--- src/rtl/serial_dac_pkg.sv ---
// Shared definitions for the serial DAC transmit path: state encoding,
// frame geometry and the frame-assembly helper.
package serial_dac_pkg;

  localparam int         FRAME_W   = 16;
  localparam logic [1:0] PD_NORMAL = 2'b00;

  localparam logic [1:0] ST_IDLE  = 2'd0;
  localparam logic [1:0] ST_SHIFT = 2'd1;
  localparam logic [1:0] ST_GAP   = 2'd2;

  typedef enum logic [1:0] {
    IDLE  = ST_IDLE,
    SHIFT = ST_SHIFT,
    GAP   = ST_GAP
  } state_t;

  // DAC frame: two don't-care leading zeros, power-down mode, code, four trailing zeros.
  function automatic logic [FRAME_W-1:0] build_frame(input logic [1:0] pd,
                                                     input logic [7:0] code);
    return {2'b00, pd, code, 4'b0000};
  endfunction

endpackage

--- src/rtl/serial_dac_tx_sclk_divider.sv ---
// Serial-clock generator: divides clk by 2*CLK_DIV while enabled and parks
// sclk high whenever the owner is not shifting. tick flags the cycle in which
// sclk toggles so the owner can tell which edge is about to happen.
module sclk_divider #(
  parameter int CLK_DIV = 2
) (
  input  logic clk,
  input  logic resetn,
  input  logic en,
  input  logic load_idle,
  output logic tick,
  output logic sclk
);

  localparam logic [7:0] DIV_TC = 8'(CLK_DIV - 1);

  logic [7:0] div_cnt;

  assign tick = en && !load_idle && (div_cnt == DIV_TC);

  // Half-period counter and the sclk flop; idle level is high.
  always_ff @(posedge clk) begin
    if (!resetn || load_idle) begin
      div_cnt <= 8'd0;
      sclk    <= 1'b1;
    end else if (en) begin
      if (div_cnt == DIV_TC) begin
        div_cnt <= 8'd0;
        sclk    <= ~sclk;
      end else begin
        div_cnt <= div_cnt + 8'd1;
      end
    end
  end

endmodule

--- src/rtl/serial_dac_tx.sv ---
// Write-only serial master for an 8-bit DAC081S101-class converter.
// A 16-bit frame is sent MSB first on sdata under sync_n, with sdata
// changing on rising sclk so it is centred on the DAC's falling-edge sample.
module serial_dac_tx
  import serial_dac_pkg::*;
#(
  parameter int CLK_DIV = 2,
  parameter int GAP_CYC = 4
) (
  input  logic       clk,
  input  logic       resetn,
  input  logic       wr_en,
  input  logic [7:0] data_in,
  input  logic [1:0] pd_mode,
  output logic       dac_rdy,
  output logic       done,
  output logic       wr_drop,
  output logic       sclk,
  output logic       sync_n,
  output logic       sdata
);

  localparam logic [7:0] GAP_TC  = 8'(GAP_CYC - 1);
  localparam logic [4:0] LAST_FE = 5'(FRAME_W);

  state_t               state;
  logic [FRAME_W-1:0]   shift_reg;
  logic [4:0]           edge_cnt;
  logic [7:0]           gap_cnt;
  logic [FRAME_W-1:0]   frame_in;
  logic                 tick;

  assign frame_in = build_frame(pd_mode, data_in);

  sclk_divider #(
    .CLK_DIV(CLK_DIV)
  ) u_div (
    .clk      (clk),
    .resetn   (resetn),
    .en       (state == SHIFT),
    .load_idle(state != SHIFT),
    .tick     (tick),
    .sclk     (sclk)
  );

  // Frame sequencer. shift_reg holds the bits not yet placed on sdata, next bit
  // at the MSB, so the first bit goes straight to sdata at acceptance.
  always_ff @(posedge clk) begin
    if (!resetn) begin
      state     <= IDLE;
      sync_n    <= 1'b1;
      sdata     <= 1'b0;
      dac_rdy   <= 1'b1;
      done      <= 1'b0;
      wr_drop   <= 1'b0;
      shift_reg <= '0;
      edge_cnt  <= 5'd0;
      gap_cnt   <= 8'd0;
    end else begin
      done    <= 1'b0;
      wr_drop <= wr_en && !dac_rdy;
      case (state)
        IDLE: begin
          if (wr_en) begin
            shift_reg <= {frame_in[FRAME_W-2:0], 1'b0};
            sdata     <= frame_in[FRAME_W-1];
            sync_n    <= 1'b0;
            dac_rdy   <= 1'b0;
            edge_cnt  <= 5'd0;
            state     <= SHIFT;
          end
        end
        SHIFT: begin
          if (tick) begin
            if (sclk) begin
              // Falling edge: the DAC samples the current sdata.
              edge_cnt <= edge_cnt + 5'd1;
            end else if (edge_cnt == LAST_FE) begin
              // Rising edge after the 16th sample closes the frame with sclk high.
              sync_n  <= 1'b1;
              sdata   <= 1'b0;
              gap_cnt <= 8'd0;
              state   <= GAP;
            end else begin
              sdata     <= shift_reg[FRAME_W-1];
              shift_reg <= {shift_reg[FRAME_W-2:0], 1'b0};
            end
          end
        end
        GAP: begin
          if (gap_cnt == GAP_TC) begin
            state   <= IDLE;
            dac_rdy <= 1'b1;
            done    <= 1'b1;
          end else begin
            gap_cnt <= gap_cnt + 8'd1;
          end
        end
        default: state <= IDLE;
      endcase
    end
  end

endmodule
--- config.mk ---
export PLATFORM = sky130hd
export DESIGN_NAME = serial_dac_tx
export DESIGN_NICKNAME = d
export VERILOG_FILES = /design/src/rtl/serial_dac_pkg.sv /design/src/rtl/serial_dac_tx_sclk_divider.sv /design/src/rtl/serial_dac_tx.sv
export SDC_FILE = /design/constraint.sdc
export NUM_CORES = 1
export LEC_CHECK = 0
export CAP_MARGIN = 40
export CORE_AREA = 2 2 69 71
export CTS_CLUSTER_DIAMETER = 100
export CTS_CLUSTER_SIZE = 8
export DETAILED_ROUTE_END_ITERATION = 10
export DIE_AREA = 0 0 71 73
export PLACE_DENSITY = 0.67
export SLEW_MARGIN = 20
export SYNTH_ARGS = -nofsm -noshare
export SYNTH_HDL_FRONTEND = slang
export SYNTH_SLANG_ARGS = --single-unit
--- constraint.sdc ---
create_clock -name clk -period 1.91 [get_ports clk]
set_input_delay 0.191 -clock clk [delete_from_list [all_inputs] [get_ports clk]]
set_output_delay 0.191 -clock clk [all_outputs]
set_load 0.01 [all_outputs]
After elaboration in Yosys (flattened, before gate mapping) --
Index checks and enable logic that the tools add are counted.
Operators by class: bitwise gates (word level) 1, reduce and logical (&&, ||, !) cells 20, add/sub/neg operators 3, multiplexer cells 33, multipliers 0, equality and inequality tests 14, magnitude comparators 0, shifts and indexed selects 0, div/mod/pow operators 0
Operators by type and width (number):
- $mux W16 | 4
- $mux W8 | 5
- $pmux W16 S2 | 1
- $reduce_and A5 Y1 | 4
- $add A8 B1 Y8 const B | 2
- $ne A2 B2 Y1 const B | 8
- $pmux W8 S2 | 1
- $mux W5 | 3
- $mux W2 | 5
- $pmux W5 S2 | 1
- $mux W1 | 9
- $eq A8 B1 Y1 const B | 1
- $eq A8 B2 Y1 const B | 1
- $reduce_and A4 Y1 | 2
- $pmux W1 S2 | 3
- $pmux W2 S3 | 1
- $reduce_bool A2 Y1 | 3
- $add A5 B1 Y5 const B | 1
- $eq A5 B5 Y1 const B | 1
- $reduce_and A2 Y1 | 2
- $logic_and A1 B1 Y1 | 3
- $logic_not A1 Y1 | 3
- $reduce_and A3 Y1 | 1
- $eq A2 B1 Y1 const B | 1
- other kinds (5) | 5
Storage, ports and cells: register bits after elaboration 45, memories kept 0, output and inout bits 6, word-level logic and storage cells 82, bits in writable memories 0, ROM bits 0, bits in latches 0

Depth between registers and ports, before layout --
depth in word-level cells 6, depth in mapped cells 7, gate-level depth less buffers 6

Hierarchy --
From an unflattened synthesis, not the netlist that was laid out.
Unflattened totals: cell total of the unflattened synthesis 234, area total of the unflattened synthesis 2047.0 sq um
By module, submodules not included:
- serial_dac_tx | area each 1584.0 sq um, sequential area each 620.6 sq um, instances 1, cells each 179
- sclk_divider | area each 462.9 sq um, sequential area each 180.2 sq um, instances 1, cells each 55

Least setup slack after synthesis --
Ideal clock, no wire load.
path type register -> register, start point register u_div.div_cnt[0], end point register shift_reg[6], path buffers 1, setup slack 0.133 ns, required time 1.822 ns, arrival time 1.689 ns, cell stages (with the launch flop) 7, library setup time 0.088 ns, cell sequence dfxtp_1 > ha_1 > or4b_4 > nor4b_4 > buf_6 > nor3_2 > a311oi_2
On the way: longest elaborated chain between the ends 4
RTL lines:
- from (decl) | RTL line serial_dac_tx_sclk_divider.sv:17 | logic [7:0] div_cnt;
- from (signal assigned) | RTL line serial_dac_tx_sclk_divider.sv:31 | div_cnt <= div_cnt + 8'd1;
- $eq A8 B1 Y1 | RTL line serial_dac_tx_sclk_divider.sv:19 | assign tick = en && !load_idle && (div_cnt == DIV_TC);
- $logic_and A1 B1 Y1 | RTL line serial_dac_tx_sclk_divider.sv:19
- $ne A2 B2 Y1 (no source line)
- $reduce_and A5 Y1 (no source line)
- to (signal assigned) | RTL line serial_dac_tx.sv:65 | shift_reg <= {frame_in[FRAME_W-2:0], 1'b0};
- to (signal assigned) | RTL line serial_dac_tx.sv:86 | shift_reg <= {shift_reg[FRAME_W-2:0], 1'b0};
- to (decl) | RTL line serial_dac_tx.sv:27 | logic [FRAME_W-1:0] shift_reg;
Every way passes these cells. A chain may end at the register's enable or synchronous reset.

Worst setup path in the final report --
start point register u_div.div_cnt[1], end point register shift_reg[11]
The elaborated chain is that of the path after synthesis.

==> impl_metrics.tcl <==
set metrics [dict create \
    power.switching_fraction 0.245 \
    floorplan.die_area_sq_mm 0.00518 \
    crit_fanout 7 \
    cp.required_ps 2120 \
    clock.fmax_ghz 0.541 \
    post_synth_instance_area_sq_mm 0.00196 \
    final_cells 306 \
    synth_area_leader_cell "dfxtp_1" \
    critical_path_arrival_ps 2060 \
    seq_total_area_yosys 0.409 \
    intPower_uw 1210 \
    via_count_of_the_first_global_routing_pass 1631 \
    globalplace.congestion 0.762 \
    max-cap-violations 0 \
    tritoncts_clock_tree "done" \
    cts_root_buffer "clkbuf_8" \
    synth_seq_cells 40 \
    initial_antenna_violation_count 0 \
    cts-buffers-inserted 5 \
    most_used_flip_flop_cell_after_synthesis "dfxtp_1" \
    post_synth_inst_count 222 \
    ys_async_sr_fraction 0 \
    synth_fp_nets 240 \
    global_route.overflow_total 0 \
    grt_first_pass_wirelength_microns 7350 \
    setup_ws_ps 60.9 \
    ios 19 \
    ys_warn_count 0 \
    post-dp-hpwl_microns 3010 \
    wirelength_microns 4180 \
    die-height_microns 73 \
    worstSetupEndpointType "flop" \
    number_of_placed_instances_taps_included 298 \
    synth_common_cells "dfxtp_1, nor2_1, nand2_1, nand3_1, nor3_1" \
    detail_route.drc_violations 0 \
    clock_skew_ps 6.98 \
    synth.distinct_cells 47 \
    post_drt_wl_per_cell_microns 13.6 \
    yosysMostFrequentCell "dfxtp_1" \
    static-leakage-power_uw 0.000874 \
    layout.nets 270 \
    largest_register_ffs 11 \
    sequentialPowerShare 0.550 \
    final_layout_size_suffix_gt1_frac 0.159 \
    initial_core_util 0.432 \
    core_area_sq_mm 0.00454 \
    diodes 0 \
    vias_per_cell 5.53 \
    clkSinkCount 40 \
    n_fill_cell 438 \
    ctsHoldBuffers 0 \
    run_status "finished clean" \
    layout-area-overhead-vs-synth_pct 22.2 \
    combinational_group_share_of_total_power 0.124 \
    clock_power_share 0.326 \
    multiInputGateArea_sq_mm 0.00112 \
    critPathKind "flop to flop" \
    drtPass1Iterations 4 \
    power.net_switching_uw 394 \
    final_worst_path_cycle_share 0.968 \
    grt_use_total 0.174 \
    ant_nets 0 \
    post-synth-top-area-fraction 0.409 \
    chipWidth_microns 71 \
    timing_max_transition_violations_final 0 \
    setup-violations-final 0 \
    cts_max_level 2 \
    port-buffer-count 18 \
    worst_slew_margin_rel 0.721 \
    synth.top_cells.by_area "dfxtp_1, mux2i_1, nor2_1, nand2_1, nand4_1" \
    layout.area.seq_sq_um 803 \
    worst-slew-pin-transition_ps 416 \
    setup.worst_path.start_class "flop" \
    grt_max_degree 19 \
    clock_slew_at_reported_path_ffs_ps 80 \
    clock_latency_ps 290 \
    vias 1691 \
    synth_enable_flop_cells 0 \
    vdd.ir_drop.worst_v 0.000334 \
    power_density_mw_per_mm2 671 \
    hold_class "flop to flop" \
    period_minus_slack_ps 1850 \
    number_of_hold_violations_in_the_final_report 0 \
    cts_max_path_buffers 2 \
    drt_first_iter_violations 91 \
    row_count 25 \
    place_worst_setup_slack_ps -0.990 \
    rsz0062_at_grt "yes" \
    avgSynthCellArea_sq_um 8.83 \
]
path summary, 6_finish.rpt:
| kind | from | end | slack (ps) | cells past startpoint |
|---|---|---|---|---|
| setup / recovery | u_div.div_cnt[1] | shift_reg[11] | 60 | 7 |
| hold / removal | dac_rdy | wr_drop | 450 | 1 |
| setup reg to reg | u_div.div_cnt[1] | shift_reg[11] | 60 | 7 |
| hold reg to reg | dac_rdy | wr_drop | 450 | 1 |
power groups by stage:
stage / logic [uW] / clock network [uW] / registers [uW]
final: 199 / 524 / 883
after global routing: 220 / 573 / 887
after CTS: 192 / 544 / 880
after detailed placement: 192 / 0 / 900
after global placement: 189 / 0 / 900
after floorplan: 122 / 0 / 898
metrics by stage:
| stage | TNS [ps] | util | total power (uW) | hold WS (ps) | instance area, sq um |
|---|---|---|---|---|---|
| 2_1_floorplan | 0 | - | 1020 | 305 | 1960 |
| 3_3_place_gp | 0 | 0.499 | 1090 | 428 | 2260 |
| 3_5_place_dp | -0.990 | 0.499 | 1090 | 442 | 2260 |
| 4_1_cts | 0 | 0.516 | 1620 | 454 | 2340 |
| 5_1_grt | -46.6 | 0.528 | 1680 | 478 | 2390 |
| 6_report | 0 | 0.528 | 1610 | 450 | 2390 |
cell usage in the layout, fill, tap and decap left out, drive strengths merged, types with 3 or more instances in the layout:
cell,count
mux2i,9
a211oi,9
inv,3
clkbuf,6
xnor2,6
o21ai,4
nor2,21
nand4,11
a31oi,4
clkdlybuf4s50,18
nand2,19
nand2b,5
ha,5
nor2b,3
a21oi,6
buf,17
dfxtp,40
and3,3
xor2,5
nand3,13
nor3,14
nor4,3
worst max-delay path, stage by stage, from the launching register on:
cell	delay [ps]
dfxtp_2	330
inv_2	50
ha_4	120
or4b_4	500
nor4b_4	350
buf_6	180
nor3_1	60
a211oi_2	180
per-layer routing:
| layer | GRT usage | vias up | share of wire |
|---|---|---|---|
| li1 | - | 866 | - |
| met1 | 0.221 | 807 | 0.47 |
| met2 | 0.303 | 14 | 0.49 |
| met3 | 0.0290 | 4 | 0.024 |
| met4 | 0.0503 | 0 | 0.0074 |
| met5 | 0 | - | 0 |
cell families after synthesis:
group / share of synthesized area
AND/OR/NAND/NOR: 0.292
flip-flops: 0.409
AO/OA/AOI/OAI: 0.132
buffers and inverters: 0.0396
adder cells (fa/ha/maj): 0.0319
multiplexers: 0.0460
XOR/XNOR: 0.0492
final cells by class:
class / count / share of cell area
Clock inverter: 1 / 0.00209
Clock buffer: 6 / 0.0303
Timing Repair Buffer: 35 / 0.130
Sequential cell: 40 / 0.336
Multi-Input combinational cell: 166 / 0.467
Tap cell: 54 / 0.0282
Inverter: 4 / 0.00627
timing repair:
item	in CTS	in global routing
setup endpoints to repair	3	28
setup buffers	0	1
pin swaps	1	11
endpoints found under the hold margin	0	0
gates resized for setup	0	11
No activity file was read; power rests on OpenSTA's default activity.
